==> src/rtl/alu_pkg.sv <==
// Shared definitions for the ALU sequencer/arbiter.
// Holds the opcode encoding and the FSM state encoding used by
// alu_seq_arbiter and alu_iter_core.
package alu_pkg;

  // Opcode encoding carried on reqN_op
  localparam logic [1:0] ADD = 2'b00;
  localparam logic [1:0] SUB = 2'b01;
  localparam logic [1:0] MUL = 2'b10;
  localparam logic [1:0] DIV = 2'b11;

  // Sequencer states
  typedef logic [1:0] state_t;
  localparam state_t IDLE = 2'd0;
  localparam state_t EXEC = 2'd1;
  localparam state_t DONE = 2'd2;

endpackage

==> src/rtl/alu_iter_core.sv <==
// Iterative MUL/DIV engine: shift-add multiply and restoring divide,
// one bit per cycle over W cycles.
// Ports:
//   clk, rst     clock, asynchronous active-high reset
//   start        load operands and begin a new operation (one cycle pulse)
//   op           MUL or DIV (only op==DIV selects divide)
//   a, b         operands (a = multiplicand/dividend, b = multiplier/divisor)
//   done         high from the end of the last iteration until next start
//   result       low W bits of product, or unsigned quotient
module alu_iter_core
  import alu_pkg::*;
#(
  parameter int unsigned W = 8
) (
  input  logic         clk,
  input  logic         rst,
  input  logic         start,
  input  logic [1:0]   op,
  input  logic [W-1:0] a,
  input  logic [W-1:0] b,
  output logic         done,
  output logic [W-1:0] result
);

  localparam int unsigned CW = $clog2(W) + 1;

  logic          run_q, run_d;
  logic          done_q, done_d;
  logic          div_q, div_d;
  logic [CW-1:0] cnt_q, cnt_d;
  // acc: product high half (MUL) or partial remainder (DIV)
  logic [W-1:0]  acc_q, acc_d;
  // mq: multiplier shifting out / product low half (MUL), dividend -> quotient (DIV)
  logic [W-1:0]  mq_q, mq_d;
  logic [W-1:0]  b_q, b_d;

  logic [W:0]    mul_sum;
  logic [W:0]    div_sh;
  logic          div_ge;
  logic [W-1:0]  div_rem;

  // One iteration step plus start/stop control
  always_comb begin
    run_d  = run_q;
    done_d = done_q;
    div_d  = div_q;
    cnt_d  = cnt_q;
    acc_d  = acc_q;
    mq_d   = mq_q;
    b_d    = b_q;

    mul_sum = {1'b0, acc_q} + (mq_q[0] ? {1'b0, b_q} : '0);
    div_sh  = {acc_q, mq_q[W-1]};
    div_ge  = (div_sh >= {1'b0, b_q});
    // When div_ge the true difference is below 2^W, so W bits suffice
    div_rem = div_sh[W-1:0] - b_q;

    if (start) begin
      run_d  = 1'b1;
      done_d = 1'b0;
      div_d  = (op == DIV);
      cnt_d  = '0;
      acc_d  = '0;
      mq_d   = a;
      b_d    = b;
    end else if (run_q) begin
      if (div_q) begin
        acc_d = div_ge ? div_rem : div_sh[W-1:0];
        mq_d  = {mq_q[W-2:0], div_ge};
      end else begin
        acc_d = mul_sum[W:1];
        mq_d  = {mul_sum[0], mq_q[W-1:1]};
      end
      cnt_d = cnt_q + CW'(1);
      if (cnt_q == CW'(W - 1)) begin
        run_d  = 1'b0;
        done_d = 1'b1;
      end
    end
  end

  always_ff @(posedge clk or posedge rst) begin
    if (rst) begin
      run_q  <= 1'b0;
      done_q <= 1'b0;
      div_q  <= 1'b0;
      cnt_q  <= '0;
      acc_q  <= '0;
      mq_q   <= '0;
      b_q    <= '0;
    end else begin
      run_q  <= run_d;
      done_q <= done_d;
      div_q  <= div_d;
      cnt_q  <= cnt_d;
      acc_q  <= acc_d;
      mq_q   <= mq_d;
      b_q    <= b_d;
    end
  end

  assign done   = done_q;
  assign result = mq_q;

endmodule

==> src/rtl/alu_seq_arbiter.sv <==
// Round-robin arbiter sharing one 4-function ALU between two requesters.
// ADD/SUB/DIV-by-zero resolve in one cycle; MUL/DIV use alu_iter_core.
// Ports:
//   clk, rst                          clock, asynchronous active-high reset
//   reqN_valid/ready/op/a/b (N=0,1)   requester handshake and operation
//   res_valid/ready                   result handshake
//   res_data, res_id, res_err         result, issuing requester, div-by-zero
//   busy                              sequencer not idle
module alu_seq_arbiter
  import alu_pkg::*;
#(
  parameter int unsigned W = 8
) (
  input  logic         clk,
  input  logic         rst,
  input  logic         req0_valid,
  output logic         req0_ready,
  input  logic [1:0]   req0_op,
  input  logic [W-1:0] req0_a,
  input  logic [W-1:0] req0_b,
  input  logic         req1_valid,
  output logic         req1_ready,
  input  logic [1:0]   req1_op,
  input  logic [W-1:0] req1_a,
  input  logic [W-1:0] req1_b,
  output logic         res_valid,
  input  logic         res_ready,
  output logic [W-1:0] res_data,
  output logic         res_id,
  output logic         res_err,
  output logic         busy
);

  state_t       state_q, state_d;
  logic         rr_q, rr_d;          // 1: requester 1 favoured on contention
  logic [1:0]   op_q, op_d;
  logic [W-1:0] a_q, a_d;
  logic [W-1:0] b_q, b_d;
  logic         id_q, id_d;
  logic         res_valid_q, res_valid_d;
  logic [W-1:0] res_data_q, res_data_d;
  logic         res_id_q, res_id_d;
  logic         res_err_q, res_err_d;
  logic         busy_q, busy_d;

  logic         idle_c, gnt0_c, gnt1_c, accept_c, iter_c;
  logic [1:0]   sel_op_c;
  logic [W-1:0] sel_a_c, sel_b_c;
  logic [W-1:0] quick_c;
  logic         core_done;
  logic [W-1:0] core_result;

  // Round-robin grant; ready only while idle
  assign idle_c     = (state_q == IDLE);
  assign gnt1_c     = req1_valid && (!req0_valid || rr_q);
  assign gnt0_c     = req0_valid && !gnt1_c;
  assign req0_ready = idle_c && gnt0_c;
  assign req1_ready = idle_c && gnt1_c;
  assign accept_c   = req0_ready || req1_ready;

  assign sel_op_c = gnt1_c ? req1_op : req0_op;
  assign sel_a_c  = gnt1_c ? req1_a  : req0_a;
  assign sel_b_c  = gnt1_c ? req1_b  : req0_b;
  // Division by zero skips the iterative engine
  assign iter_c   = (sel_op_c == MUL) || ((sel_op_c == DIV) && (sel_b_c != '0));

  alu_iter_core #(.W(W)) u_core (
    .clk    (clk),
    .rst    (rst),
    .start  (accept_c && iter_c),
    .op     (sel_op_c),
    .a      (sel_a_c),
    .b      (sel_b_c),
    .done   (core_done),
    .result (core_result)
  );

  // Single-cycle results; only DIV-by-zero reaches the default arm
  always_comb begin
    quick_c = '1;
    case (op_q)
      ADD:     quick_c = a_q + b_q;
      SUB:     quick_c = a_q - b_q;
      default: quick_c = '1;
    endcase
  end

  // Sequencer next state and result register updates
  always_comb begin
    state_d     = state_q;
    rr_d        = rr_q;
    op_d        = op_q;
    a_d         = a_q;
    b_d         = b_q;
    id_d        = id_q;
    res_valid_d = res_valid_q;
    res_data_d  = res_data_q;
    res_id_d    = res_id_q;
    res_err_d   = res_err_q;

    case (state_q)
      IDLE: begin
        if (accept_c) begin
          op_d    = sel_op_c;
          a_d     = sel_a_c;
          b_d     = sel_b_c;
          id_d    = gnt1_c;
          rr_d    = gnt0_c;
          state_d = iter_c ? EXEC : DONE;
        end
      end
      EXEC: begin
        if (core_done) begin
          state_d     = DONE;
          res_valid_d = 1'b1;
          res_data_d  = core_result;
          res_id_d    = id_q;
          res_err_d   = 1'b0;
        end
      end
      DONE: begin
        // First DONE cycle of a single-cycle op registers its result
        if (!res_valid_q) begin
          res_valid_d = 1'b1;
          res_data_d  = quick_c;
          res_id_d    = id_q;
          res_err_d   = (op_q == DIV);
        end else if (res_ready) begin
          res_valid_d = 1'b0;
          state_d     = IDLE;
        end
      end
      default: state_d = IDLE;
    endcase

    busy_d = (state_d != IDLE);
  end

  always_ff @(posedge clk or posedge rst) begin
    if (rst) begin
      state_q     <= IDLE;
      rr_q        <= 1'b0;
      op_q        <= ADD;
      a_q         <= '0;
      b_q         <= '0;
      id_q        <= 1'b0;
      res_valid_q <= 1'b0;
      res_data_q  <= '0;
      res_id_q    <= 1'b0;
      res_err_q   <= 1'b0;
      busy_q      <= 1'b0;
    end else begin
      state_q     <= state_d;
      rr_q        <= rr_d;
      op_q        <= op_d;
      a_q         <= a_d;
      b_q         <= b_d;
      id_q        <= id_d;
      res_valid_q <= res_valid_d;
      res_data_q  <= res_data_d;
      res_id_q    <= res_id_d;
      res_err_q   <= res_err_d;
      busy_q      <= busy_d;
    end
  end

  assign res_valid = res_valid_q;
  assign res_data  = res_data_q;
  assign res_id    = res_id_q;
  assign res_err   = res_err_q;
  assign busy      = busy_q;

endmodule

==> config.mk <==
export PLATFORM = sky130hd
export DESIGN_NAME = alu_seq_arbiter
export DESIGN_NICKNAME = d
export VERILOG_FILES = /design/src/rtl/alu_pkg.sv /design/src/rtl/alu_iter_core.sv /design/src/rtl/alu_seq_arbiter.sv
export SDC_FILE = /design/constraint.sdc
export NUM_CORES = 1
export LEC_CHECK = 0
export ABC_AREA = 1
export CAP_MARGIN = 20
export CORE_MARGIN = 4
export CORE_UTILIZATION = 45
export CTS_CLUSTER_SIZE = 30
export DETAILED_ROUTE_END_ITERATION = 10
export PLACE_DENSITY = 0.66
export SETUP_SLACK_MARGIN = 0.05
export SYNTH_ARGS = -nofsm -noshare
export SYNTH_HDL_FRONTEND = slang
export SYNTH_SLANG_ARGS = --single-unit
export TNS_END_PERCENT = 10
==> constraint.sdc <==
create_clock -name clk -period 5.5 [get_ports clk]
set_clock_uncertainty 0.1 [all_clocks]
set_input_delay 0.825 -clock clk [delete_from_list [all_inputs] [get_ports clk]]
set_output_delay 0.825 -clock clk [all_outputs]
set_load 0.01 [all_outputs]
==> impl_metrics.xml, run 1 <==
<?xml version="1.0" encoding="UTF-8"?>
<metrics>
  <group name="run_status">
    <metric name="run_status" unit="">finished clean</metric>
  </group>
  <group name="floorplanning">
    <metric name="placeableCoreArea" unit="sq mm">0.009955</metric>
    <metric name="floorplan.die.width" unit="microns">110.0</metric>
    <metric name="die_height" unit="microns">110.0</metric>
    <metric name="start_util" unit="%">47.00</metric>
    <metric name="rows" unit="">36</metric>
    <metric name="io-pin-count" unit="">55</metric>
    <metric name="die-area" unit="sq mm">0.01209</metric>
  </group>
  <group name="sta">
    <metric name="finalSetupViolCount" unit="">0</metric>
    <metric name="fin_crit_sh" unit="%">66.17</metric>
    <metric name="hold_violations" unit="">0</metric>
    <metric name="timing_max_transition_violations_final" unit="">0</metric>
    <metric name="rsz0062_at_grt" unit="">false</metric>
    <metric name="total_neg_setup_slack" unit="ns">0</metric>
    <metric name="final_period_minus_worst_setup_slack" unit="ns">3.640</metric>
    <metric name="worstMarginPinSlew" unit="ns">0.8598</metric>
    <metric name="normalized_max_slew_margin" unit="%">42.68</metric>
    <metric name="max_freq" unit="MHz">274.8</metric>
  </group>
  <group name="final_layout">
    <metric name="antenna_cells" unit="">0</metric>
    <metric name="final_nets" unit="">785</metric>
    <metric name="post_route_cells_drive_above_1_share" unit="%">4.196</metric>
    <metric name="synthToLayoutAreaGrowth" unit="%">16.88</metric>
    <metric name="instances_no_fill" unit="">848</metric>
    <metric name="post-route-util" unit="%">54.93</metric>
  </group>
  <group name="pwr">
    <metric name="power_share_of_the_sequential_group" unit="%">25.8</metric>
    <metric name="ir_worst_vdd" unit="V">0.0002688</metric>
    <metric name="pwr_density_cell" unit="mW/mm^2">660.6</metric>
    <metric name="p_int" unit="mW">1.791</metric>
    <metric name="power.total" unit="mW">3.612</metric>
    <metric name="switching_share" unit="%">50.42</metric>
    <metric name="power.share.combinational" unit="%">63.2</metric>
    <metric name="switchingPower" unit="mW">1.821</metric>
    <metric name="power_leakage" unit="nW">2.941</metric>
    <metric name="power_frac_clock" unit="%">11.0</metric>
  </group>
  <group name="routing">
    <metric name="route.detailed.vias_per_inst" unit="">5.288</metric>
    <metric name="drc" unit="">0</metric>
    <metric name="avg_wl_per_cell" unit="microns">14.80</metric>
    <metric name="ant_nets" unit="">0</metric>
    <metric name="wirelength" unit="microns">12550</metric>
    <metric name="detailedRoute.firstIterationViolations" unit="">278</metric>
    <metric name="vias" unit="">4484</metric>
    <metric name="first_pass_iters" unit="">5</metric>
  </group>
  <group name="setup_path">
    <metric name="critical_path.endpoint_type" unit="">output pin</metric>
    <metric name="setup.reg_to_reg.worst_slack" unit="ns">2.64</metric>
    <metric name="crit_start" unit="">req1_valid</metric>
    <metric name="arrival" unit="ns">2.71</metric>
    <metric name="reg2reg_depth" unit="">13</metric>
    <metric name="worstReg2RegEnd" unit="">u_core.div_q</metric>
    <metric name="criticalPathCategory" unit="">primary input to output pin</metric>
    <metric name="critical_path.max_fanout" unit="">20</metric>
    <metric name="r2r_start" unit="">rr_q</metric>
    <metric name="start_kind" unit="">primary input</metric>
    <metric name="worstPathRequired" unit="ns">4.58</metric>
  </group>
  <group name="synthesis">
    <metric name="synth.cell_area" unit="sq mm">0.004678</metric>
    <metric name="synth_seq_cells" unit="">65</metric>
    <metric name="number_of_standard_cells_after_synthesis" unit="">664</metric>
    <metric name="synth_top_family_by_area" unit="">simple AND/OR/NAND/NOR gates</metric>
    <metric name="synth_compound_gate_area_share" unit="%">9.896</metric>
    <metric name="dominantRegCellSynth" unit="">dfrtp_1</metric>
    <metric name="synthXorXnorAreaFrac" unit="%">2.995</metric>
    <metric name="synth_seq_area_share" unit="%">34.77</metric>
    <metric name="synth_nets" unit="">737</metric>
    <metric name="synth_cell_type_count" unit="">38</metric>
    <metric name="post_synthesis_async_set_or_reset_flop_share" unit="%">100.0</metric>
    <metric name="syn_avg_cell_area" unit="sq um">7.046</metric>
    <metric name="post_synth_edffs" unit="">0</metric>
    <metric name="yosys_warnings" unit="">0</metric>
    <metric name="post_synth_mux_area_share" unit="%">0</metric>
    <metric name="synth-simple-area-share" unit="%">33.59</metric>
    <metric name="yosys.area_share.adder" unit="%">9.040</metric>
  </group>
  <group name="clock_network">
    <metric name="htree_levels" unit="">3</metric>
    <metric name="cts_tree" unit="">built</metric>
    <metric name="cts.sinks" unit="">65</metric>
    <metric name="cts-hold-fix-buffers" unit="">0</metric>
    <metric name="worstSkewPairLatency" unit="ns">0.35</metric>
    <metric name="cts_post_setup_buffers_inserted" unit="">0</metric>
    <metric name="cts_made_buffers" unit="">9</metric>
    <metric name="clkTransAtPathRegs" unit="ns">0.07</metric>
    <metric name="post_cts_resized" unit="">0</metric>
    <metric name="cts-root-to-sink-buffers" unit="">2</metric>
    <metric name="ctsRootBufferMaster" unit="">clkbuf_8</metric>
  </group>
  <group name="place">
    <metric name="place_hpwl" unit="microns">9720</metric>
    <metric name="placed_cells_incl_taps" unit="">834</metric>
    <metric name="place.gp.congestion" unit="">0.9447</metric>
    <metric name="port-buffer-count" unit="">54</metric>
  </group>
  <group name="global_route">
    <metric name="gr_ovfl_total" unit="">0</metric>
    <metric name="global_route_met1_utilization" unit="%">30.70</metric>
    <metric name="first_global_vias" unit="">4387</metric>
    <metric name="grt_most_used_layer" unit="">met2</metric>
    <metric name="antenna_violations_before_repair" unit="">0</metric>
    <metric name="grt_start_max_net_pins" unit="">66</metric>
    <metric name="wire_length_of_the_first_global_routing_pass" unit="microns">20950</metric>
    <metric name="global_route.usage.met3" unit="%">4.580</metric>
    <metric name="global_route.usage.total" unit="%">22.43</metric>
    <metric name="gr-usage-met2" unit="%">35.18</metric>
  </group>
  <group name="worst_hold_path">
    <metric name="min_delay_worst_endpoint" unit="">res_data[6]</metric>
    <metric name="timing.hold.worst.class" unit="">register to register</metric>
    <metric name="hp-start" unit="">res_data[6]</metric>
    <metric name="min_path_cells" unit="">2</metric>
  </group>
  <group name="flow_run">
    <metric name="max_cap_violations" unit="">0</metric>
  </group>
</metrics>
-- power groups by stage --
stage	Clock (mW)	Combinational (mW)	Sequential, mW
after floorplan	0	1.74	0.855
after global placement	0	2.20	0.925
after detailed placement	0	2.25	0.934
after CTS	0.405	2.27	0.926
after global routing	0.432	2.62	0.963
final	0.399	2.28	0.931
-- per-stage QoR --
step / hold slack (ns) / worst slack, ns / area [sq um]
after global routing: 0.4082 / 1.698 / 5468
after CTS: 0.3859 / 1.868 / 5468
after global placement: 0.3608 / 1.806 / 5284
after detailed placement: 0.3659 / 1.698 / 5284
final: 0.3779 / 1.860 / 5468
after floorplan: 0.3643 / 2.949 / 4678
-- cells in the final DEF, fill, tap and decap left out, drive strengths merged, types with 2 or more instances in the layout --
cell           count
nand2            233
inv               90
nand3             75
dfrtp             65
clkdlybuf4s50     54
nor2              31
ha                29
o21ai             29
a21oi             21
nand4             15
xor2              14
clkbuf            11
o22ai              8
a31oi              7
nand3b             4
o221ai             3
fa                 3
nor3               3
or2                2
a21o               2
o31ai              2
xnor2              2
buf                2
o21a               2
-- state kept, by name, indices dropped and copies added, names as in the netlist, 2 cells and up --
signal,cells
res_data,8
state_q,2
b_q,8
u_core.cnt_q,4
a_q,8
u_core.acc_q,8
op_q,2
u_core.b_q,8
u_core.result,8
-- how the worst max path moves through the flow --
stage / cells after the start / to / slack [ns]
after floorplan: 1 / a_q[0] / 2.95
after global placement: 12 / u_core.result[7] / 1.81
after detailed placement: 12 / u_core.result[7] / 1.70
after CTS: 6 / req1_ready / 1.87
after global routing: 6 / req1_ready / 1.70
final: 6 / req1_ready / 1.86
-- synthesized netlist by cell type, types with 3 or more instances --
library cell    n  area [sq um]
nor2_1         29         108.9
nand3_1        74         370.4
o21ai_0        28         140.1
inv_2           3         11.26
o22ai_1         8         50.05
fa_1            3         60.06
nand4_1        15         93.84
dfrtp_1        65          1627
clkbuf_1       11         41.29
a31oi_1         7         43.79
nand3b_1        4         30.03
buf_4           4         30.03
inv_1          87         326.6
a21oi_1        21         105.1
xor2_1         14         122.6
o221ai_1        3         26.28
ha_1           29         362.9
nand2_1       230         863.3
buf_6           4         45.04
-- final cells by class --
type                       instances  area (sq um)
sequential                        65          1627
fill                             948          4487
tap                              133         166.4
inverter                          90         337.8
clock inverter                     3         42.54
timing repair buffer              56         555.5
clock buffer                      11         141.4
multi-input combinational        490          2597
-- worst max-delay path, cell delays in order --
cell and delay [ns]:
clkdlybuf4s50_1 0.59, nand2_2 0.29, inv_2 0.27, nand2_1 0.13, inv_1 0.07, clkdlybuf4s50_1 0.53
-- metal layers --
metal | part of all wire [%] | wire [microns] | vias up
met3 | 6.6 | 834 | 23
met4 | 2.5 | 317 | 0
li1 | - | - | 2238
met2 | 46 | 5724 | 155
met1 | 45 | 5678 | 2068
met5 | 0 | 0 | -
-- cell families after synthesis --
logic type      after synthesis
buf+inv                     109
flops                        65
simple gates                363
fa+ha+maj                    32
xor+xnor                     16
compound gates               79
(Power assumes the default switching activity.)
==> run 2, diff against run 1 <==
==> constraint.sdc (replaced) <==
create_clock -name clk -period 3.4 [get_ports clk]
set_clock_uncertainty 0.1 [all_clocks]
set_input_delay 0.51 -clock clk [delete_from_list [all_inputs] [get_ports clk]]
set_output_delay 0.51 -clock clk [all_outputs]
set_load 0.01 [all_outputs]
==> run 2 against run 1 <==
- die area unchanged
- final area up 1.0%
- global-route usage down 0.11 points
- cell count up 0.59%
- sequential power up 62%
- non-clock buffer count up 4
- worst setup slack worse by 1.3 ns
- critical path depth unchanged
- via count down 1.2%
- utilization up 0.57 points
- clock power up 82%
- critical endpoint unchanged
- largest cell class unchanged
==> impl_metrics.xml, run 2 (synthesis results as in run 1) <==
<?xml version="1.0" encoding="UTF-8"?>
<metrics>
  <group name="final_layout">
    <metric name="synthToLayoutAreaGrowth" unit="%">18.08</metric>
    <metric name="most-common-layout-cells" unit="">nand2_1 (230), inv_1 (86), nand3_1 (74)</metric>
    <metric name="final_common_cell" unit="">nand2_1</metric>
    <metric name="antenna_cells" unit="">0</metric>
    <metric name="multi_input_gate_area_in_the_final_layout" unit="sq mm">0.002597</metric>
    <metric name="final_nets" unit="">789</metric>
    <metric name="instances_no_fill" unit="">853</metric>
    <metric name="postLayoutCellArea" unit="sq mm">0.005524</metric>
    <metric name="post_route_cells_drive_above_1_share" unit="%">4.722</metric>
    <metric name="seqCellArea" unit="sq mm">0.001627</metric>
    <metric name="fillerInstances" unit="">965</metric>
  </group>
  <group name="sta">
    <metric name="finalSetupViolCount" unit="">0</metric>
    <metric name="max_freq" unit="MHz">355.8</metric>
    <metric name="fin_crit_sh" unit="%">82.66</metric>
    <metric name="final.hold.worst_slack" unit="ns">0.3798</metric>
    <metric name="rsz0062_at_grt" unit="">false</metric>
    <metric name="timing_max_transition_violations_final" unit="">0</metric>
    <metric name="worstMarginPinSlew" unit="ns">0.7616</metric>
    <metric name="final_period_minus_worst_setup_slack" unit="ns">2.810</metric>
    <metric name="normalized_max_slew_margin" unit="%">49.15</metric>
    <metric name="hold_violations" unit="">0</metric>
    <metric name="total_neg_setup_slack" unit="ns">0</metric>
  </group>
  <group name="routing">
    <metric name="route.detailed.vias_per_inst" unit="">5.192</metric>
    <metric name="detailedRoute.firstIterationViolations" unit="">258</metric>
    <metric name="ant_nets" unit="">0</metric>
    <metric name="first_pass_iters" unit="">5</metric>
    <metric name="avg_wl_per_cell" unit="microns">14.28</metric>
    <metric name="wirelength" unit="microns">12190</metric>
    <metric name="drc" unit="">0</metric>
    <metric name="vias" unit="">4429</metric>
  </group>
  <group name="floorplanning">
    <metric name="io-pin-count" unit="">55</metric>
    <metric name="rows" unit="">36</metric>
    <metric name="placeableCoreArea" unit="sq mm">0.009955</metric>
    <metric name="start_util" unit="%">47.00</metric>
    <metric name="floorplan.die.width" unit="microns">110.0</metric>
    <metric name="die_height" unit="microns">110.0</metric>
    <metric name="die-area" unit="sq mm">0.01209</metric>
  </group>
  <group name="clock_network">
    <metric name="post_cts_resized" unit="">0</metric>
    <metric name="cts_tree" unit="">built</metric>
    <metric name="cts_post_setup_buffers_inserted" unit="">0</metric>
    <metric name="cts-hold-fix-buffers" unit="">0</metric>
    <metric name="clkTransAtPathRegs" unit="ns">0.07</metric>
    <metric name="worstSkewPairLatency" unit="ns">0.35</metric>
    <metric name="cts_made_buffers" unit="">9</metric>
    <metric name="ctsRootBufferMaster" unit="">clkbuf_8</metric>
    <metric name="cts-root-to-sink-buffers" unit="">2</metric>
    <metric name="cts.sinks" unit="">65</metric>
    <metric name="htree_levels" unit="">3</metric>
  </group>
  <group name="setup_path">
    <metric name="arrival" unit="ns">2.20</metric>
    <metric name="crit_start" unit="">req1_valid</metric>
    <metric name="cp-endpoint" unit="">req1_ready</metric>
    <metric name="r2r_start" unit="">b_q[0]</metric>
    <metric name="criticalPathCategory" unit="">primary input to output pin</metric>
    <metric name="worstReg2RegEnd" unit="">res_data[7]</metric>
    <metric name="critical_path.max_fanout" unit="">13</metric>
    <metric name="start_kind" unit="">primary input</metric>
    <metric name="setup.reg_to_reg.worst_slack" unit="ns">0.70</metric>
    <metric name="worstPathRequired" unit="ns">2.79</metric>
    <metric name="critical_path.endpoint_type" unit="">output pin</metric>
    <metric name="reg2reg_depth" unit="">15</metric>
  </group>
  <group name="worst_hold_path">
    <metric name="min_path_cells" unit="">2</metric>
    <metric name="hp-start" unit="">res_data[6]</metric>
    <metric name="timing.hold.worst.class" unit="">register to register</metric>
  </group>
  <group name="run_status">
    <metric name="run_status" unit="">finished clean</metric>
  </group>
  <group name="global_route">
    <metric name="gr_ovfl_total" unit="">0</metric>
    <metric name="grt_start_max_net_pins" unit="">35</metric>
    <metric name="global_route.usage.total" unit="%">22.32</metric>
    <metric name="antenna_violations_before_repair" unit="">0</metric>
    <metric name="first_global_vias" unit="">4429</metric>
    <metric name="wire_length_of_the_first_global_routing_pass" unit="microns">21090</metric>
  </group>
  <group name="place">
    <metric name="place_hpwl" unit="microns">9776</metric>
    <metric name="postPlaceCellArea" unit="sq mm">0.005314</metric>
    <metric name="placed_cells_incl_taps" unit="">838</metric>
    <metric name="place.gp.congestion" unit="">0.9246</metric>
    <metric name="port-buffer-count" unit="">54</metric>
  </group>
  <group name="pwr">
    <metric name="pwr_density_cell" unit="mW/mm^2">1065</metric>
    <metric name="p_int" unit="mW">2.987</metric>
    <metric name="power.share.combinational" unit="%">62.0</metric>
    <metric name="power.total" unit="mW">5.881</metric>
    <metric name="switching_share" unit="%">49.21</metric>
    <metric name="switchingPower" unit="mW">2.894</metric>
    <metric name="ir_worst_vdd" unit="V">0.0004622</metric>
    <metric name="power_leakage" unit="nW">2.976</metric>
    <metric name="power_frac_clock" unit="%">12.3</metric>
    <metric name="power_share_of_the_sequential_group" unit="%">25.7</metric>
  </group>
  <group name="flow_run">
    <metric name="max_cap_violations" unit="">0</metric>
  </group>
</metrics>
## run 2: cell types whose count changed in the layout (fill, tap and decap cells not counted)
cell and delta:
buf_4 +4, bufinv_16 +1, clkbuf_1 +1, clkinvlp_4 -1
## run 2: worst min-delay path by stage
stage / to / slack [ns]
floorplan: rr_q / 0.36
global placement: res_data[6] / 0.36
detailed placement: res_data[6] / 0.36
CTS: res_data[6] / 0.39
global route: res_data[4] / 0.41
finish: res_data[6] / 0.38
## run 2: layer usage
layer / global-route usage (%) / vias to the layer above / share of wire [%]
met1: 30.39 / 2044 / 47
li1: - / 2259 / -
met5: 0 / - / 0
met3: 4.639 / 16 / 5.4
met2: 35.96 / 110 / 46
met4: 6.144 / 0 / 1.3
## run 2: metrics by stage
step | utilization, % | setup slack [ns]
2_1_floorplan | - | 1.164
3_3_place_gp | 53.38 | 0.5706
3_5_place_dp | 53.38 | 0.4861
4_1_cts | 55.49 | 0.5831
5_1_grt | 55.49 | 0.4307
6_report | 55.49 | 0.5897
## run 2: cell type report
type	count	share of cell area, %
timing repair buffer	60	10.60
multi-input combinational	490	47.02
clock buffer	12	2.627
sequential	65	29.45
inverter	90	6.116
clock inverter	3	1.178
tap	133	3.012
## run 2: power by group through the flow
stage	Sequential, mW	Combinational (mW)	Clock, mW
after floorplan	1.38	2.81	0
after global placement	1.50	3.55	0
after detailed placement	1.52	3.62	0
after CTS	1.51	3.64	0.739
after global routing	1.56	4.24	0.767
final	1.51	3.64	0.726
## run 2: critical path, stage by stage
cell and delay (ns):
clkdlybuf4s50_1 0.59, nand2_2 0.14, inv_2 0.21, nand2_1 0.13, inv_1 0.08, clkdlybuf4s50_1 0.53
==> run 3, diff against run 2 <==
==> constraint.sdc (replaced) <==
create_clock -name clk -period 2.6 [get_ports clk]
set_clock_uncertainty 0.1 [all_clocks]
set_input_delay 0.39 -clock clk [delete_from_list [all_inputs] [get_ports clk]]
set_output_delay 0.39 -clock clk [all_outputs]
set_load 0.01 [all_outputs]
==> run 3 against run 2 <==
- global-route usage up 0.56 points
- sequential power rose by 26%
- hold slack lost 0.0065 ns
- non-clock buffer count up 13
- final area rose by 2.5%
- critical path depth up 1
- register-to-register slack worse by 0.50 ns
- cell count grew 1.6%
- critical endpoint unchanged
==> impl_metrics.xml, run 3 (synthesis results as in run 1) <==
<?xml version="1.0" encoding="UTF-8"?>
<metrics>
  <group name="run_status">
    <metric name="run_status" unit="">finished clean</metric>
  </group>
  <group name="place">
    <metric name="placement.setup.worst_slack" unit="ns">0.1272</metric>
    <metric name="port-buffer-count" unit="">54</metric>
    <metric name="place_hpwl" unit="microns">9820</metric>
    <metric name="place.gp.congestion" unit="">0.9277</metric>
  </group>
  <group name="routing">
    <metric name="dr.max_layer_used" unit="">met4</metric>
    <metric name="drc" unit="">0</metric>
    <metric name="wirelength" unit="microns">12500</metric>
    <metric name="route.detailed.vias_per_inst" unit="">5.231</metric>
    <metric name="detailedRoute.firstIterationViolations" unit="">260</metric>
    <metric name="ant_nets" unit="">0</metric>
    <metric name="vias" unit="">4535</metric>
    <metric name="avg_wl_per_cell" unit="microns">14.42</metric>
    <metric name="route.met3.wl" unit="microns">631</metric>
    <metric name="first_pass_iters" unit="">5</metric>
    <metric name="m1WireLength" unit="microns">6027</metric>
    <metric name="met2_length" unit="microns">5589</metric>
  </group>
  <group name="clock_network">
    <metric name="clkTransAtPathRegs" unit="ns">0.08</metric>
    <metric name="cts-root-to-sink-buffers" unit="">2</metric>
    <metric name="cts_tree" unit="">built</metric>
    <metric name="worstSkewPairLatency" unit="ns">0.37</metric>
    <metric name="ctsRootBufferMaster" unit="">clkbuf_8</metric>
    <metric name="cts_made_buffers" unit="">9</metric>
    <metric name="htree_levels" unit="">3</metric>
    <metric name="cts-hold-fix-buffers" unit="">0</metric>
    <metric name="cts.sinks" unit="">65</metric>
  </group>
  <group name="global_route">
    <metric name="wire_length_of_the_first_global_routing_pass" unit="microns">21450</metric>
    <metric name="gr_ovfl_total" unit="">0</metric>
    <metric name="grt_start_max_net_pins" unit="">33</metric>
    <metric name="global_route.usage.total" unit="%">22.88</metric>
    <metric name="antenna_violations_before_repair" unit="">0</metric>
    <metric name="first_global_vias" unit="">4430</metric>
  </group>
  <group name="setup_path">
    <metric name="cp-endpoint" unit="">req1_ready</metric>
    <metric name="crit_path_top_delay_cell" unit="">clkdlybuf4s50_1</metric>
    <metric name="r2r_start" unit="">b_q[0]</metric>
    <metric name="worstReg2RegEnd" unit="">res_data[5]</metric>
    <metric name="crit_start" unit="">req0_valid</metric>
    <metric name="start_kind" unit="">primary input</metric>
    <metric name="criticalPathCategory" unit="">primary input to output pin</metric>
    <metric name="critical_path.endpoint_type" unit="">output pin</metric>
    <metric name="path_depth" unit="">7</metric>
    <metric name="setup.reg_to_reg.worst_slack" unit="ns">0.20</metric>
    <metric name="worst_path_largest_cell_delay" unit="ns">0.53</metric>
    <metric name="worstPathRequired" unit="ns">2.11</metric>
    <metric name="arrival" unit="ns">1.91</metric>
    <metric name="critical-path-top-delay-family" unit="">buffers and inverters</metric>
    <metric name="reg2reg_depth" unit="">14</metric>
    <metric name="critical_path.max_fanout" unit="">12</metric>
    <metric name="sequence_of_cells_on_the_critical_path" unit="">clkdlybuf4s50_1, nand2_2, nand2_2, inv_2, nand2_1, inv_1, clkdlybuf4s50_1</metric>
    <metric name="cp_buf_inv_count" unit="">4</metric>
  </group>
  <group name="pwr">
    <metric name="power_share_of_the_sequential_group" unit="%">24.0</metric>
    <metric name="p_int" unit="mW">4.014</metric>
    <metric name="power_frac_clock" unit="%">12.6</metric>
    <metric name="power_leakage" unit="nW">3.047</metric>
    <metric name="power.share.combinational" unit="%">63.4</metric>
    <metric name="ir_worst_vdd" unit="V">0.0007227</metric>
    <metric name="pwr_density_cell" unit="mW/mm^2">1409</metric>
    <metric name="switchingPower" unit="mW">3.959</metric>
    <metric name="switching_share" unit="%">49.65</metric>
  </group>
  <group name="floorplanning">
    <metric name="die-area" unit="sq mm">0.01209</metric>
    <metric name="floorplan.die.width" unit="microns">110.0</metric>
    <metric name="io-pin-count" unit="">55</metric>
    <metric name="die_height" unit="microns">110.0</metric>
    <metric name="rows" unit="">36</metric>
    <metric name="placeableCoreArea" unit="sq mm">0.009955</metric>
    <metric name="start_util" unit="%">47.00</metric>
  </group>
  <group name="final_layout">
    <metric name="final_nets" unit="">802</metric>
    <metric name="most-common-layout-cells" unit="">nand2_1 (230), inv_1 (86), nand3_1 (74)</metric>
    <metric name="synthToLayoutAreaGrowth" unit="%">20.99</metric>
    <metric name="fillerInstances" unit="">947</metric>
    <metric name="post_route_cells_drive_above_1_share" unit="%">7.221</metric>
    <metric name="post-route-util" unit="%">56.86</metric>
    <metric name="antenna_cells" unit="">0</metric>
    <metric name="final_common_cell" unit="">nand2_1</metric>
  </group>
  <group name="sta">
    <metric name="hold_violations" unit="">0</metric>
    <metric name="final_period_minus_worst_setup_slack" unit="ns">2.400</metric>
    <metric name="finalSetupViolCount" unit="">0</metric>
    <metric name="rsz0062_at_grt" unit="">true</metric>
    <metric name="normalized_max_slew_margin" unit="%">50.57</metric>
    <metric name="max_freq" unit="MHz">416.6</metric>
    <metric name="fin_crit_sh" unit="%">92.33</metric>
    <metric name="timing_max_transition_violations_final" unit="">0</metric>
    <metric name="setup_ws" unit="ns">0.1995</metric>
    <metric name="worstMarginPinSlew" unit="ns">0.7403</metric>
  </group>
  <group name="worst_hold_path">
    <metric name="timing.hold.worst.class" unit="">primary input to asynchronous set/reset pin</metric>
  </group>
  <group name="flow_run">
    <metric name="max_cap_violations" unit="">0</metric>
  </group>
</metrics>
-- run 3: metrics by stage --
step | setup TNS (ns) | power [mW] | hold slack, ns | cell area, sq um | instances
detailed placement | 0 | 6.829 | 0.3657 | 5424 | 851
global route | -0.01548 | 8.848 | 0.4299 | 5660 | 867
global placement | 0 | 6.722 | 0.3635 | 5424 | 851
floorplan | 0 | 5.480 | 0.3643 | 4678 | 664
CTS | 0 | 7.886 | 0.3869 | 5650 | 867
finish | 0 | 7.973 | 0.3733 | 5660 | 867
-- run 3: layer usage --
layer,global-route usage (%),vias to the layer above
met1,31.82,2099
li1,-,2282
met4,8.549,0
met5,0,-
met2,36.01,132
met3,3.347,22
-- run 3: worst min-delay path by stage --
stage           startpoint  slack (ns)                to  cells past startpoint
2_1_floorplan         rr_q        0.36              rr_q                      2
6_report               rst        0.37  u_core.result[6]                      2
3_5_place_dp   res_data[4]        0.37       res_data[4]                      2
4_1_cts        res_data[4]        0.39       res_data[4]                      2
5_1_grt        res_data[6]        0.43       res_data[6]                      2
3_3_place_gp   res_data[2]        0.36       res_data[2]                      2
-- run 3: timing repair --
item	CTS	global route
setup endpoints to repair	0	12
gates resized for setup	0	5
buffers inserted	0	0
-- run 3: area by class of cell --
class                      count  area, sq um  area share (%)
sequential                    65         1627           28.74
multi-input combinational    490         2608           46.07
clock inverter                 7        102.6           1.813
tap                          133        166.4           2.940
inverter                      90        337.8           5.968
clock buffer                   9        123.9           2.188
timing repair buffer          73        695.7           12.29
-- run 3: power groups by stage --
| stage | registers, mW | logic [mW] | clock network [mW] |
|---|---|---|---|
| 2_1_floorplan | 1.81 | 3.67 | 0 |
| 3_3_place_gp | 1.91 | 4.82 | 0 |
| 3_5_place_dp | 1.92 | 4.91 | 0 |
| 4_1_cts | 1.91 | 4.97 | 1.01 |
| 5_1_grt | 1.97 | 5.82 | 1.06 |
| 6_report | 1.91 | 5.05 | 1.00 |
